==> src/rtl/bram_port_arbiter.sv <==
// rtl/bram_port_arbiter.sv - single-port frame-buffer BRAM shared by TX scan-out reads and FIFO-queued RX writes
// TX reads always win the port; RX writes wait in a 2^FIFO_AW deep FIFO and drain in free cycles.
module bram_port_arbiter #(
   parameter int ADDR_W  = 14,
   parameter int DATA_W  = 8,
   parameter int FIFO_AW = 4
) (
   input  logic                CLK,
   input  logic                RESET,
   input  logic                RD_EN,
   input  logic [ADDR_W-1:0]   RD_ADDR,
   output logic [DATA_W-1:0]   RD_DATA,
   output logic                RD_VALID,
   input  logic                WR_VALID,
   input  logic [ADDR_W-1:0]   WR_ADDR,
   input  logic [DATA_W-1:0]   WR_DATA,
   output logic                WR_READY,
   output logic [ADDR_W-1:0]   BRAM_ADDR,
   output logic [DATA_W-1:0]   BRAM_DIN,
   output logic                BRAM_WE,
   input  logic [DATA_W-1:0]   BRAM_DOUT,
   output logic [FIFO_AW:0]    FIFO_LEVEL,
   output logic                OVERFLOW,
   output logic [15:0]         DROP_COUNT,
   input  logic                CLEAR_STATS
);

   localparam int DEPTH = 1 << FIFO_AW;

   logic [ADDR_W+DATA_W-1:0] mem [0:DEPTH-1];
   logic [FIFO_AW:0]         wr_ptr;
   logic [FIFO_AW:0]         rd_ptr;
   logic                     empty;
   logic                     full;
   logic                     push;
   logic                     pop;
   logic                     drop;
   logic [ADDR_W-1:0]        head_addr;
   logic [DATA_W-1:0]        head_data;

   // Pointers carry one extra wrap bit so full and empty are distinguishable.
   assign empty = (wr_ptr == rd_ptr);
   assign full  = (wr_ptr[FIFO_AW] != rd_ptr[FIFO_AW]) &&
                  (wr_ptr[FIFO_AW-1:0] == rd_ptr[FIFO_AW-1:0]);

   assign WR_READY   = !full && !RESET;
   assign push       = WR_VALID && WR_READY;
   assign drop       = WR_VALID && full && !RESET;
   assign pop        = !RD_EN && !empty && !RESET;
   assign FIFO_LEVEL = wr_ptr - rd_ptr;

   assign {head_addr, head_data} = mem[rd_ptr[FIFO_AW-1:0]];

   always_comb begin
      BRAM_ADDR = RD_ADDR;
      BRAM_WE   = 1'b0;
      BRAM_DIN  = head_data;
      if (pop) begin
         BRAM_ADDR = head_addr;
         BRAM_WE   = 1'b1;
      end
   end

   // BRAM read latency is passed straight through to TX.
   assign RD_DATA = BRAM_DOUT;

   always_ff @(posedge CLK) begin
      if (push) begin
         mem[wr_ptr[FIFO_AW-1:0]] <= {WR_ADDR, WR_DATA};
      end
   end

   always_ff @(posedge CLK) begin
      if (RESET) begin
         wr_ptr   <= '0;
         rd_ptr   <= '0;
         RD_VALID <= 1'b0;
      end else begin
         RD_VALID <= RD_EN;
         if (push) begin
            wr_ptr <= wr_ptr + 1'b1;
         end
         if (pop) begin
            rd_ptr <= rd_ptr + 1'b1;
         end
      end
   end

   // A drop in the same cycle as CLEAR_STATS is recorded on top of the clear.
   always_ff @(posedge CLK) begin
      if (RESET) begin
         OVERFLOW   <= 1'b0;
         DROP_COUNT <= '0;
      end else if (drop) begin
         OVERFLOW <= 1'b1;
         if (CLEAR_STATS) begin
            DROP_COUNT <= 16'd1;
         end else if (DROP_COUNT != 16'hFFFF) begin
            DROP_COUNT <= DROP_COUNT + 16'd1;
         end
      end else if (CLEAR_STATS) begin
         OVERFLOW   <= 1'b0;
         DROP_COUNT <= '0;
      end
   end

endmodule

==> config.mk <==
export PLATFORM = sky130hd
export DESIGN_NAME = bram_port_arbiter
export DESIGN_NICKNAME = d
export VERILOG_FILES = /design/src/rtl/bram_port_arbiter.sv
export SDC_FILE = /design/constraint.sdc
export NUM_CORES = 1
export LEC_CHECK = 0
export CORE_MARGIN = 4
export CORE_UTILIZATION = 30
export CTS_CLUSTER_SIZE = 40
export DETAILED_ROUTE_END_ITERATION = 8
export HOLD_SLACK_MARGIN = 0.1
export SYNTH_ARGS = -nofsm -noshare
export SYNTH_HDL_FRONTEND = slang
export SYNTH_SLANG_ARGS = --single-unit
export TNS_END_PERCENT = 20
==> constraint.sdc <==
create_clock -name CLK -period 4.4 [get_ports CLK]
set_clock_uncertainty 0.1 [all_clocks]
set_input_delay 1.32 -clock CLK [delete_from_list [all_inputs] [get_ports CLK]]
set_output_delay 1.32 -clock CLK [all_outputs]
set_load 0.005 [all_outputs]
==> results of run 1 <==
sequential cells by signal, summed over array words and instances (netlist names), named ones only:
signal / flops
OVERFLOW: 1
wr_ptr: 5
rd_ptr: 5
mem: 352
RD_VALID: 1
DROP_COUNT: 16
synthesized netlist by cell type (2+ instances only):
| master | instances | area [um^2] |
|---|---|---|
| mux2i_1 | 28 | 280 |
| o2bb2ai_1 | 2 | 17.5 |
| dfxtp_1 | 32 | 641 |
| and4_1 | 5 | 43.8 |
| o221ai_2 | 10 | 150 |
| a21oi_1 | 11 | 55.1 |
| a21oi_2 | 2 | 17.5 |
| xnor2_1 | 9 | 78.8 |
| o21ai_1 | 5 | 25.0 |
| a41oi_1 | 2 | 17.5 |
| edfxtp_1 | 352 | 10600 |
| a31oi_1 | 3 | 18.8 |
| nand2_1 | 29 | 109 |
| nand2b_1 | 5 | 31.3 |
| nand3_1 | 7 | 35.0 |
| or3_1 | 2 | 12.5 |
| nand2b_4 | 2 | 27.5 |
| nor3b_1 | 2 | 15.0 |
| nor2_1 | 32 | 120 |
| nand4_1 | 10 | 62.6 |
| o21ai_0 | 3 | 15.0 |
| mux4_2 | 96 | 2160 |
| buf_4 | 14 | 105 |
| buf_2 | 8 | 40.0 |
| clkbuf_1 | 16 | 60.1 |
| buf_6 | 5 | 56.3 |
| inv_1 | 7 | 26.3 |
| a21o_1 | 5 | 37.5 |
| o221ai_1 | 3 | 26.3 |
| and3_1 | 2 | 12.5 |
| xor2_1 | 7 | 61.3 |
| ha_1 | 10 | 125 |
| nor2b_1 | 2 | 12.5 |
| nor3_1 | 6 | 30.0 |
what timing repair did:
item,in CTS,in global routing
setup endpoints to repair,14,13
setup buffers,0,3
pin swaps,0,0
gates resized for setup,12,23
hold buffers,0,0
stage by stage:
| step | hold slack [ns] | util [%] | power (mW) |
|---|---|---|---|
| floorplan | 0.351 | - | 4.76 |
| global placement | 0.347 | 34.2 | 5.11 |
| detailed placement | 0.353 | 34.2 | 5.11 |
| CTS | 0.371 | 36.8 | 8.46 |
| global route | 0.402 | 36.9 | 8.70 |
| finish | 0.363 | 36.9 | 8.37 |
worst max-delay path: stages:
cell and delay (ns):
clkdlybuf4s50_1 0.43, a21oi_2 0.19, nand2b_4 0.10, clkinv_4 0.09, nand2b_4 0.12, buf_4 0.17
buf_12 0.12, o221ai_2 0.17, clkdlybuf4s15_1 0.23
worst paths after layout:
| path | startpoint | endpoint | cells past startpoint |
|---|---|---|---|
| max | RD_EN | BRAM_ADDR[4] | 9 |
| min | OVERFLOW | OVERFLOW | 1 |
| max reg2reg | wr_ptr[0] | mem[15][2] | 7 |
| min reg2reg | OVERFLOW | OVERFLOW | 1 |
placed cells by master (no fill, tap or decap), drive strengths merged, types with 3 or more instances in the layout:
master         count
a21o               5
a21oi             14
a31oi              3
and4               5
buf               42
bufinv             4
clkbuf            51
clkdlybuf4s50     72
clkinv            20
clkinvlp           3
dfxtp             32
dlygate4sd2        3
dlymetal6s2s       5
edfxtp           352
ha                10
inv               11
mux2i             28
mux4              96
nand2             30
nand2b             8
nand3              7
nand4             10
nor2              32
nor3               7
o21ai              8
o221ai            13
xnor2              9
xor2               7
kinds of logic (layout without fill, tap and decap cells):
group / after synthesis / count (layout) / synth area share (%)
DFF: 384 / 384 / 73.0
adders and majority gates: 11 / 11 / 0.945
buffers and inverters: 53 / 212 / 2.00
xor gates and xnor gates: 16 / 16 / 0.912
and+or+nand+nor: 112 / 112 / 3.88
AOI/OAI and AO/OA: 57 / 57 / 3.32
muxes: 125 / 125 / 16.0
cell type report:
cell class                      count  area (um^2)  share of cell area (%)
Multi-Input combinational cell    321         3910                    21.0
Timing Repair Buffer              129         1280                    6.86
Sequential cell                   384        11200                    60.4
Tap cell                          672          841                    4.52
Inverter                            8         35.0                   0.188
Clock inverter                     30          265                    1.43
Clock buffer                       45         1040                    5.60
layer usage:
metal	GRT usage, %	part of all wire [%]
met3	3.19	5.9
met4	3.69	2.1
met1	16.9	44
met5	0	0.029
met2	20.1	48
power by group:
part / total, mW / switching [mW] / internal [mW] / leakage [nW]
logic: 0.979 / 0.448 / 0.531 / 1.70
registers: 4.04 / 0.0243 / 4.01 / 3.43
clock network: 3.35 / 1.40 / 1.95 / 0.631
==> results.md, run 1 <==
* Outcome: finished clean
* CTS tree: yes
* Hold WC Path Type: reg -> reg
* Area Overhead vs Synth at 21.0%
* Fin crit period at 4.37 ns
* Global-route wire length before repair at 51000 um
* Die Span Y at 234 um
* Post-synth EDFFs at 352
* Synthesized area per cell at 20.3 um^2
* Drt first-iter violations at 611
* Fraction of registers with async set or reset after synthesis at 0%
* RSZ-0062 raised after global routing: true
* Drt pass-1 iters at 5
* Library cells used by synthesis at 58
* Drt wl/cell at 21.4 um
* Startpoint Class: primary input
* Fmax at 0.229 GHz
* Cell Rows at 82
* Mapped Nets at 818
* Area post-placement at 17200 um^2
* Synth warn at 0
* Main synth FF type: edfxtp_1
* Share of layout cells above drive strength 1 at 26.8%
* DR vias/cell at 4.78
* # diodes at 0
* # fillers at 4587
* Worst-margin pin slew at 0.618 ns
* Worst EP required at 2.98 ns
* Synthesized instance count at 758
* PortBufs at 87
* Initial core utilization at 30.5%
* Routed wire length at 34000 um
* Reg2Reg Setup Slack at 1.78 ns
* Vias at 7590
* Setup crit end kind: output pin
* Clk sinks at 384
* Final instance area at 18600 um^2
* CTS Buffer Depth at 3
* Die X at 234 um
* Largest net degree at the start of global routing at 41
* Routability cong. at 0.799
* Max Cap Violations at 0
* Worst Path Arrival at 2.95 ns
* Final TNS setup at 0 ns
* Non-filler cells, final at 1589
* Total track usage at 12.5%
* Initial antenna violation count at 1
* Number of I/O pins at 104
* CP Max Fanout at 7
* GRT Residual Overflow at 0
* Vias in the first global route at 7920
* Detailed Place HPWL at 19200 um
* Die Area at 54900 um^2
* Antenna Violating Nets Remaining at 0
* Clock H-tree levels at 2
* WS Path Type: in -> out
* Relative slew margins at 58.8%
* Maximum vdd drop at 0.268 mV
* Clock Root Buffer: clkbuf_16
* Slew Viols, Final at 0
* Netlist Area Pre-Place at 15400 um^2
* Placed cells at 1511
* Core Area at 50400 um^2
* CTS Buf Count at 41
* Final nets at 945
* Leak Pwr at 5.76 nW
* Seq/Total Area, Yosys at 73.0%
* Final Hold Viols at 0
* Setup ws final at 0.0309 ns
* Final setup vio count at 0
* Pre-CTS setup slack at -0.213 ns
* Pwr per Cell Area at 450 nW/um^2
* Period utilisation layout at 99.3%
* #FFs+latches synth at 384
* Later-pin clock latency in the skew report at 0.55 ns
* Remaining DRCs at 0
* Clk slew on worst S/H paths at 0.06 ns
Note: power is estimated with default switching activity, not from simulation.
==> run 2: changes to the inputs <==
--- a/config.mk
+++ b/config.mk
@@ -13,4 +13,4 @@
 export SYNTH_ARGS = -nofsm -noshare
 export SYNTH_HDL_FRONTEND = slang
 export SYNTH_SLANG_ARGS = --single-unit
-export TNS_END_PERCENT = 20
+export TNS_END_PERCENT = 5
==> run 2 against run 1 <==
Net effect: the flow now finishes with violations (setup timing); critical path depth down 2; non-clock buffer count down 1; sequential share of layout area up 0.053 points; combinational power down 0.6%; wire length down 0.37%; power down 0.10%; critical path type unchanged; register-to-register slack about the same; via count down 0.50%.
==> results.md, run 2 (synthesis gave the netlist of run 1 again) <==
* Outcome: finished, violations left
* Failing checks: setup timing
* Relative slew margins at 59.0% (+0.21 points)
* Share of layout cells above drive strength 1 at 26.2% (-0.63 points)
* Combinational share of power at 11.6% (about the same)
* Worst R2R Start: wr_ptr[0]
* Initial core utilization at 30.5% (unchanged)
* Max Cap Violations at 0 (unchanged)
* Max stage delay on crit path at 0.53 ns (+0.10 ns)
* Setup crit end kind: output pin
* Maximum vdd drop at 0.269 mV (+0.26%)
* CTS tree: yes
* Die Area at 54900 um^2 (unchanged)
* Slowest-stage cell, CP: clkdlybuf4s50_1
* RSZ-0062 raised after global routing: true
* Area post-placement at 17200 um^2 (unchanged)
* PortBufs at 87 (unchanged)
* Routability cong. at 0.799 (unchanged)
* Detailed Place HPWL at 19200 um (unchanged)
* Total track usage at 12.5% (unchanged)
* Die X at 234 um (unchanged)
* Startpoint Class: primary input
* CTS Buf Count at 41 (unchanged)
* Hold WC Path Type: reg -> reg
* Antenna Violating Nets Remaining at 0 (unchanged)
* Worst-margin pin slew at 0.615 ns (-0.00311 ns)
* Drt first-iter violations at 615 (+0.65%)
* Slew Viols, Final at 0 (unchanged)
* Final setup vio count at 7 (+7)
* Flop pwr share at 48.3% (about the same)
* Clk slew on worst S/H paths at 0.06 ns (about the same)
* Reg2Reg Capture Point: mem[15][2]
* Clk pwr share at 40.1% (about the same)
* Final Hold Viols at 0 (unchanged)
* Area Overhead vs Synth at 20.9% (about the same)
* Drt pass-1 iters at 4 (-1)
* Pwr per Cell Area at 450 nW/um^2 (about the same)
* Most common cell after layout, fill and taps aside: edfxtp_1
* Remaining DRCs at 0 (unchanged)
* Number of I/O pins at 104 (unchanged)
* Vias at 7552 (-0.50%)
* Initial antenna violation count at 1 (unchanged)
* Worst Path Arrival at 3.05 ns (+0.10 ns)
* Reg2Reg Setup Slack at 1.78 ns (about the same)
* Largest net degree at the start of global routing at 41 (unchanged)
* Reg2Reg Depth at 7 (unchanged)
* Setup ws final at -0.0708 ns (-0.102 ns)
* DR vias/cell at 4.76 (-0.44%)
* Period utilisation layout at 102% (+2.3 points)
* Worst setup endpoint: BRAM_ADDR[1]
* Core Area at 50400 um^2 (unchanged)
* Global-route wire length before repair at 51000 um (unchanged)
* Final nets at 944 (-0.11%)
* Most frequent cells in the layout: edfxtp_1 (352), mux4_2 (96), clkdlybuf4s50_1 (74), clkbuf_16 (41), buf_4 (34)
* Fin crit period at 4.47 ns (+0.102 ns)
* Fmax at 0.224 GHz (-2.3%)
* Later-pin clock latency in the skew report at 0.55 ns (about the same)
* Die Span Y at 234 um (unchanged)
* Drt wl/cell at 21.4 um (-0.31%)
* CTS Buffer Depth at 3 (unchanged)
* Clk sinks at 384 (unchanged)
* Overall Power at 8.36 mW (-0.10%)
* Max FFs per register at 352 (unchanged)
* CP Cell Sequence: clkdlybuf4s50_1 -> a21oi_2 -> nand2b_2 -> clkinv_4 -> nand2b_4 -> o221ai_1 -> clkdlybuf4s50_1
* CP Max Fanout at 7 (unchanged)
* Routed wire length at 33900 um (-0.37%)
* Vias in the first global route at 7920 (unchanged)
* Switching Share at 22.3% (-0.037 points)
* Psw at 1.87 mW (-0.27%)
* Clock Root Buffer: clkbuf_16
* Final instance area at 18600 um^2 (about the same)
* Clock H-tree levels at 2 (unchanged)
* GRT Residual Overflow at 0 (unchanged)
* Leak Pwr at 5.73 nW (-0.51%)
* Worst EP required at 2.98 ns (about the same)
* Fin Hold WS at 0.363 ns (-0.0000900 ns)
* CP Launch Point: RD_EN
* Most used cell, CP: clkdlybuf4s50_1
* # diodes at 0 (unchanged)
* Cell Rows at 82 (unchanged)
* # fillers at 4592 (+0.11%)
* WS Path Type: in -> out
* Int Pwr at 6.49 mW (about the same)
run 2: per-layer routing:
layer | wire [um] | vias up | global-route usage [%]
li1 | - | 3376 | -
met1 | 14900 | 3923 | 16.9
met2 | 16200 | 203 | 20.1
met3 | 2080 | 48 | 3.19
met4 | 729 | 2 | 3.69
met5 | 10 | - | 0
run 2: how the worst min path moves through the flow:
stage                         from        to  slack (ns)  cells after the start
after floorplan           OVERFLOW  OVERFLOW        0.35                      1
after global placement    OVERFLOW  OVERFLOW        0.35                      1
after detailed placement  OVERFLOW  OVERFLOW        0.35                      1
after CTS                 OVERFLOW  OVERFLOW        0.37                      1
after global routing      OVERFLOW  OVERFLOW        0.40                      1
final                     OVERFLOW  OVERFLOW        0.36                      1
run 2: worst max-delay path, delay by kind of cell:
family | cells | cell delay (ns)
buf+inv | 3 | 1.06
compound gates | 2 | 0.38
simple gates | 2 | 0.28
run 2: final cells by class:
cell class | instances | area [um^2] | share of cell area [%]
Tap cell | 672 | 841 | 4.53
Clock buffer | 45 | 1040 | 5.60
Clock inverter | 30 | 265 | 1.43
Multi-Input combinational cell | 321 | 3910 | 21.0
Inverter | 8 | 35.0 | 0.189
Timing Repair Buffer | 128 | 1260 | 6.81
Sequential cell | 384 | 11200 | 60.4
run 2: repair_timing:
| item | CTS | global route |
|---|---|---|
| pin swaps | 0 | 0 |
| buffers inserted | 0 | 2 |
| setup endpoints to repair | 14 | 13 |
| resized for setup | 12 | 9 |
| hold buffers | 0 | 0 |
run 2: power groups by stage:
| stage | clock [mW] | sequential [mW] | combinational, mW |
|---|---|---|---|
| 2_1_floorplan | 0 | 4.10 | 0.658 |
| 3_3_place_gp | 0 | 4.11 | 0.996 |
| 3_5_place_dp | 0 | 4.12 | 0.999 |
| 4_1_cts | 3.43 | 4.04 | 0.993 |
| 5_1_grt | 3.59 | 4.04 | 1.06 |
| 6_report | 3.35 | 4.04 | 0.973 |
run 2: through the flow:
step	std cells	utilization (%)	TNS, ns	worst slack [ns]
final	1588	36.9	-0.317	-0.0708
after global routing	1588	36.9	-0.899	-0.154
after CTS	1586	36.8	-0.411	-0.200
after detailed placement	1511	34.2	-2.23	-0.213
after global placement	1511	34.2	-2.38	-0.227
after floorplan	758	-	0	0.289
==> run 3: changes to the inputs <==
==> constraint.sdc (replaced) <==
create_clock -name CLK -period 4.36 [get_ports CLK]
set_clock_uncertainty 0.1 [all_clocks]
set_input_delay 1.308 -clock CLK [delete_from_list [all_inputs] [get_ports CLK]]
set_output_delay 1.308 -clock CLK [all_outputs]
set_load 0.005 [all_outputs]
==> run 3 against run 2 <==
Net effect: the flow still finishes with violations (setup timing); sequential power up 1%; clock power down 1%; register-to-register slack worse by 0.17 ns; critical path depth unchanged; die area unchanged; first-iteration DRC count up 27%; combinational power up 2%; hold slack better by 0.0064 ns; non-clock buffer count up 1; utilization up 0.082 points; critical path type unchanged; highest routed layer unchanged.
==> results.md, run 3 (synthesis gave the netlist of run 1 again) <==
* Antenna Violating Nets Remaining at 0 (unchanged)
* Max FFs per register at 352 (unchanged)
* Worst Path Arrival at 3.15 ns (+0.10 ns)
* CTS Buf Count at 41 (unchanged)
* Final Hold Viols at 0 (unchanged)
* Busiest grt layer: met2
* CTS tree: yes
* Max Cap Violations at 0 (unchanged)
* GRT Residual Overflow at 0 (unchanged)
* HP Start: OVERFLOW
* Most common cell after layout, fill and taps aside: edfxtp_1
* M2 GR Usage at 20.6% (+0.47 points)
* Final setup vio count at 8 (+1)
* Setup ws final at -0.202 ns (-0.132 ns)
* Die Span Y at 234 um (unchanged)
* Clock H-tree levels at 2 (unchanged)
* Cell Rows at 82 (unchanged)
* CP Max Fanout at 5 (-2)
* Worst R2R Start: wr_ptr[0]
* Drt pass-1 iters at 4 (unchanged)
* Core Area at 50400 um^2 (unchanged)
* Vias at 7671 (+1.6%)
* Worst EP required at 2.95 ns (-0.03 ns)
* Initial antenna violation count at 1 (unchanged)
* CP Cell Sequence: clkdlybuf4s50_1 -> a21oi_2 -> nand2b_2 -> clkinv_4 -> nand2b_4 -> o221ai_2 -> clkdlybuf4s50_1
* Hold Buf Count CTS at 0 (unchanged)
* Die X at 234 um (unchanged)
* Most frequent cells in the layout: edfxtp_1 (352), mux4_2 (96), clkdlybuf4s50_1 (77), clkbuf_16 (43)
* Slowest-stage cell, CP: clkdlybuf4s50_1
* RSZ-0062 raised after global routing: true
* Maximum vdd drop at 0.219 mV (-19%)
* Outcome: finished, violations left
* Failing checks: setup timing
* Routability cong. at 0.795 (-0.59%)
* Number of I/O pins at 104 (unchanged)
* Leak Pwr at 5.71 nW (-0.30%)
* Reg2Reg Capture Point: mem[15][5]
* CTS Buffer Depth at 3 (unchanged)
* Reg2Reg Setup Slack at 1.61 ns (-0.17 ns)
* Largest net degree at the start of global routing at 44 (+7.3%)
* Overall Power at 8.37 mW (about the same)
* Period utilisation layout at 105%
* # diodes at 0 (unchanged)
* Non-filler cells, final at 1587 (-0.063%)
* Drt wl/cell at 22.1 um (+3.4%)
* Area Overhead vs Synth at 21.2%
* CP Launch Point: RD_EN
* Worst-margin pin slew at 0.599 ns (-0.0168 ns)
* Final nets at 945 (+0.11%)
* Later-pin clock latency in the skew report at 0.54 ns (about the same)
* Global-route wire length before repair at 52400 um (+2.7%)
* GRT met3 Usage at 2.65% (-0.55 points)
* Fin crit period at 4.56 ns
* DR vias/cell at 4.83 (+1.6%)
* Routed wire length at 35100 um (+3.4%)
* Vias in the first global route at 8126 (+2.6%)
* Pwr per Cell Area at 450 nW/um^2 (-0.13%)
* Total track usage at 12.9% (+0.34 points)
* Drt first-iter violations at 784 (+27%)
* M1 GR Usage at 17.9% (+1.0 points)
* Hold EP: OVERFLOW
* Initial core utilization at 30.5% (unchanged)
* Reg2Reg Depth at 7 (unchanged)
* Fmax at 0.219 GHz
* Startpoint Class: primary input
* Max stage delay on crit path at 0.56 ns (+0.03 ns)
* Placed cells at 1513 (+0.13%)
* Share of layout cells above drive strength 1 at 26.1% (-0.081 points)
* Detailed Place HPWL at 20000 um (+4.3%)
* Clock Root Buffer: clkbuf_16
* Clk slew on worst S/H paths at 0.06 ns (about the same)
* PortBufs at 87 (unchanged)
* Hold WC Path Type: reg -> reg
* Min-Delay Path Depth at 1 (unchanged)
* Remaining DRCs at 0 (unchanged)
* # fillers at 4584 (-0.17%)
* Setup crit end kind: output pin
* Relative slew margins at 60.0% (+1.0 points)
* Die Area at 54900 um^2 (unchanged)
* Slew Viols, Final at 0 (unchanged)
* WS Path Type: in -> out
* Clk sinks at 384 (unchanged)
* Most used cell, CP: clkdlybuf4s50_1
run 3: cell types whose count changed in the layout (fill, tap and decap cells not counted), moves of 2 or more:
cell,delta
clkdlybuf4s50_1,+3
buf_4,-5
o221ai_2,+2
buf_12,+6
clkinv_1,-4
bufinv_16,-2
inv_6,+2
clkbuf_1,+5
clkbuf_16,+2
o221ai_1,-2
dlymetal6s2s_1,-2
run 3: critical path, delay by kind of cell:
kind / cells / cell delay, ns
AO/OA/AOI/OAI: 2 / 0.47
AND/OR/NAND/NOR: 2 / 0.28
buffers and inverters: 3 / 1.09
run 3: power by group:
part / total, mW / leakage (nW) / internal (mW) / switching (mW)
logic: 0.988 / 1.66 / 0.538 / 0.450
registers: 4.08 / 3.43 / 4.05 / 0.0288
clock network: 3.30 / 0.616 / 1.92 / 1.38
total: 8.37 / 5.71 / 6.51 / 1.86
run 3: cell type report:
class / count / area, um^2 / share of cell area (%)
Timing Repair Buffer: 129 / 1330 / 7.16
Clock buffer: 52 / 1110 / 5.96
Multi-Input combinational cell: 321 / 3920 / 21.0
Clock inverter: 21 / 159 / 0.854
Inverter: 8 / 35.0 / 0.188
Sequential cell: 384 / 11200 / 60.3
Tap cell: 672 / 841 / 4.52
run 3: worst max path at each step:
stage / end / slack, ns / cells after the start
after CTS: BRAM_ADDR[12] / -0.25 / 8
after detailed placement: BRAM_ADDR[13] / -0.30 / 7
after floorplan: mem[3][0] / 0.26 / 5
after global placement: BRAM_ADDR[0] / -0.29 / 7
final: BRAM_ADDR[13] / -0.20 / 7
after global routing: BRAM_ADDR[0] / -0.23 / 7
run 3: repair_timing:
item                                    CTS  global route
setup buffers                             0             1
endpoints found under the setup margin   15            12
gates resized for setup                  14             3
run 3: routing by layer:
layer,part of all wire (%),vias to the layer above
li1,-,3374
met1,45,4029
met2,48,215
met3,5.1,51
met4,2.1,2
met5,0.034,-
run 3: metrics by stage:
step	TNS (ns)	worst slack, ns	util (%)	area [um^2]	hold WS, ns
floorplan	0	0.261	-	15400	0.351
global placement	-2.84	-0.287	34.4	17300	0.346
detailed placement	-2.91	-0.303	34.4	17300	0.353
CTS	-0.921	-0.253	36.9	18600	0.375
global route	-1.37	-0.228	37.0	18600	0.414
finish	-0.848	-0.202	37.0	18600	0.369
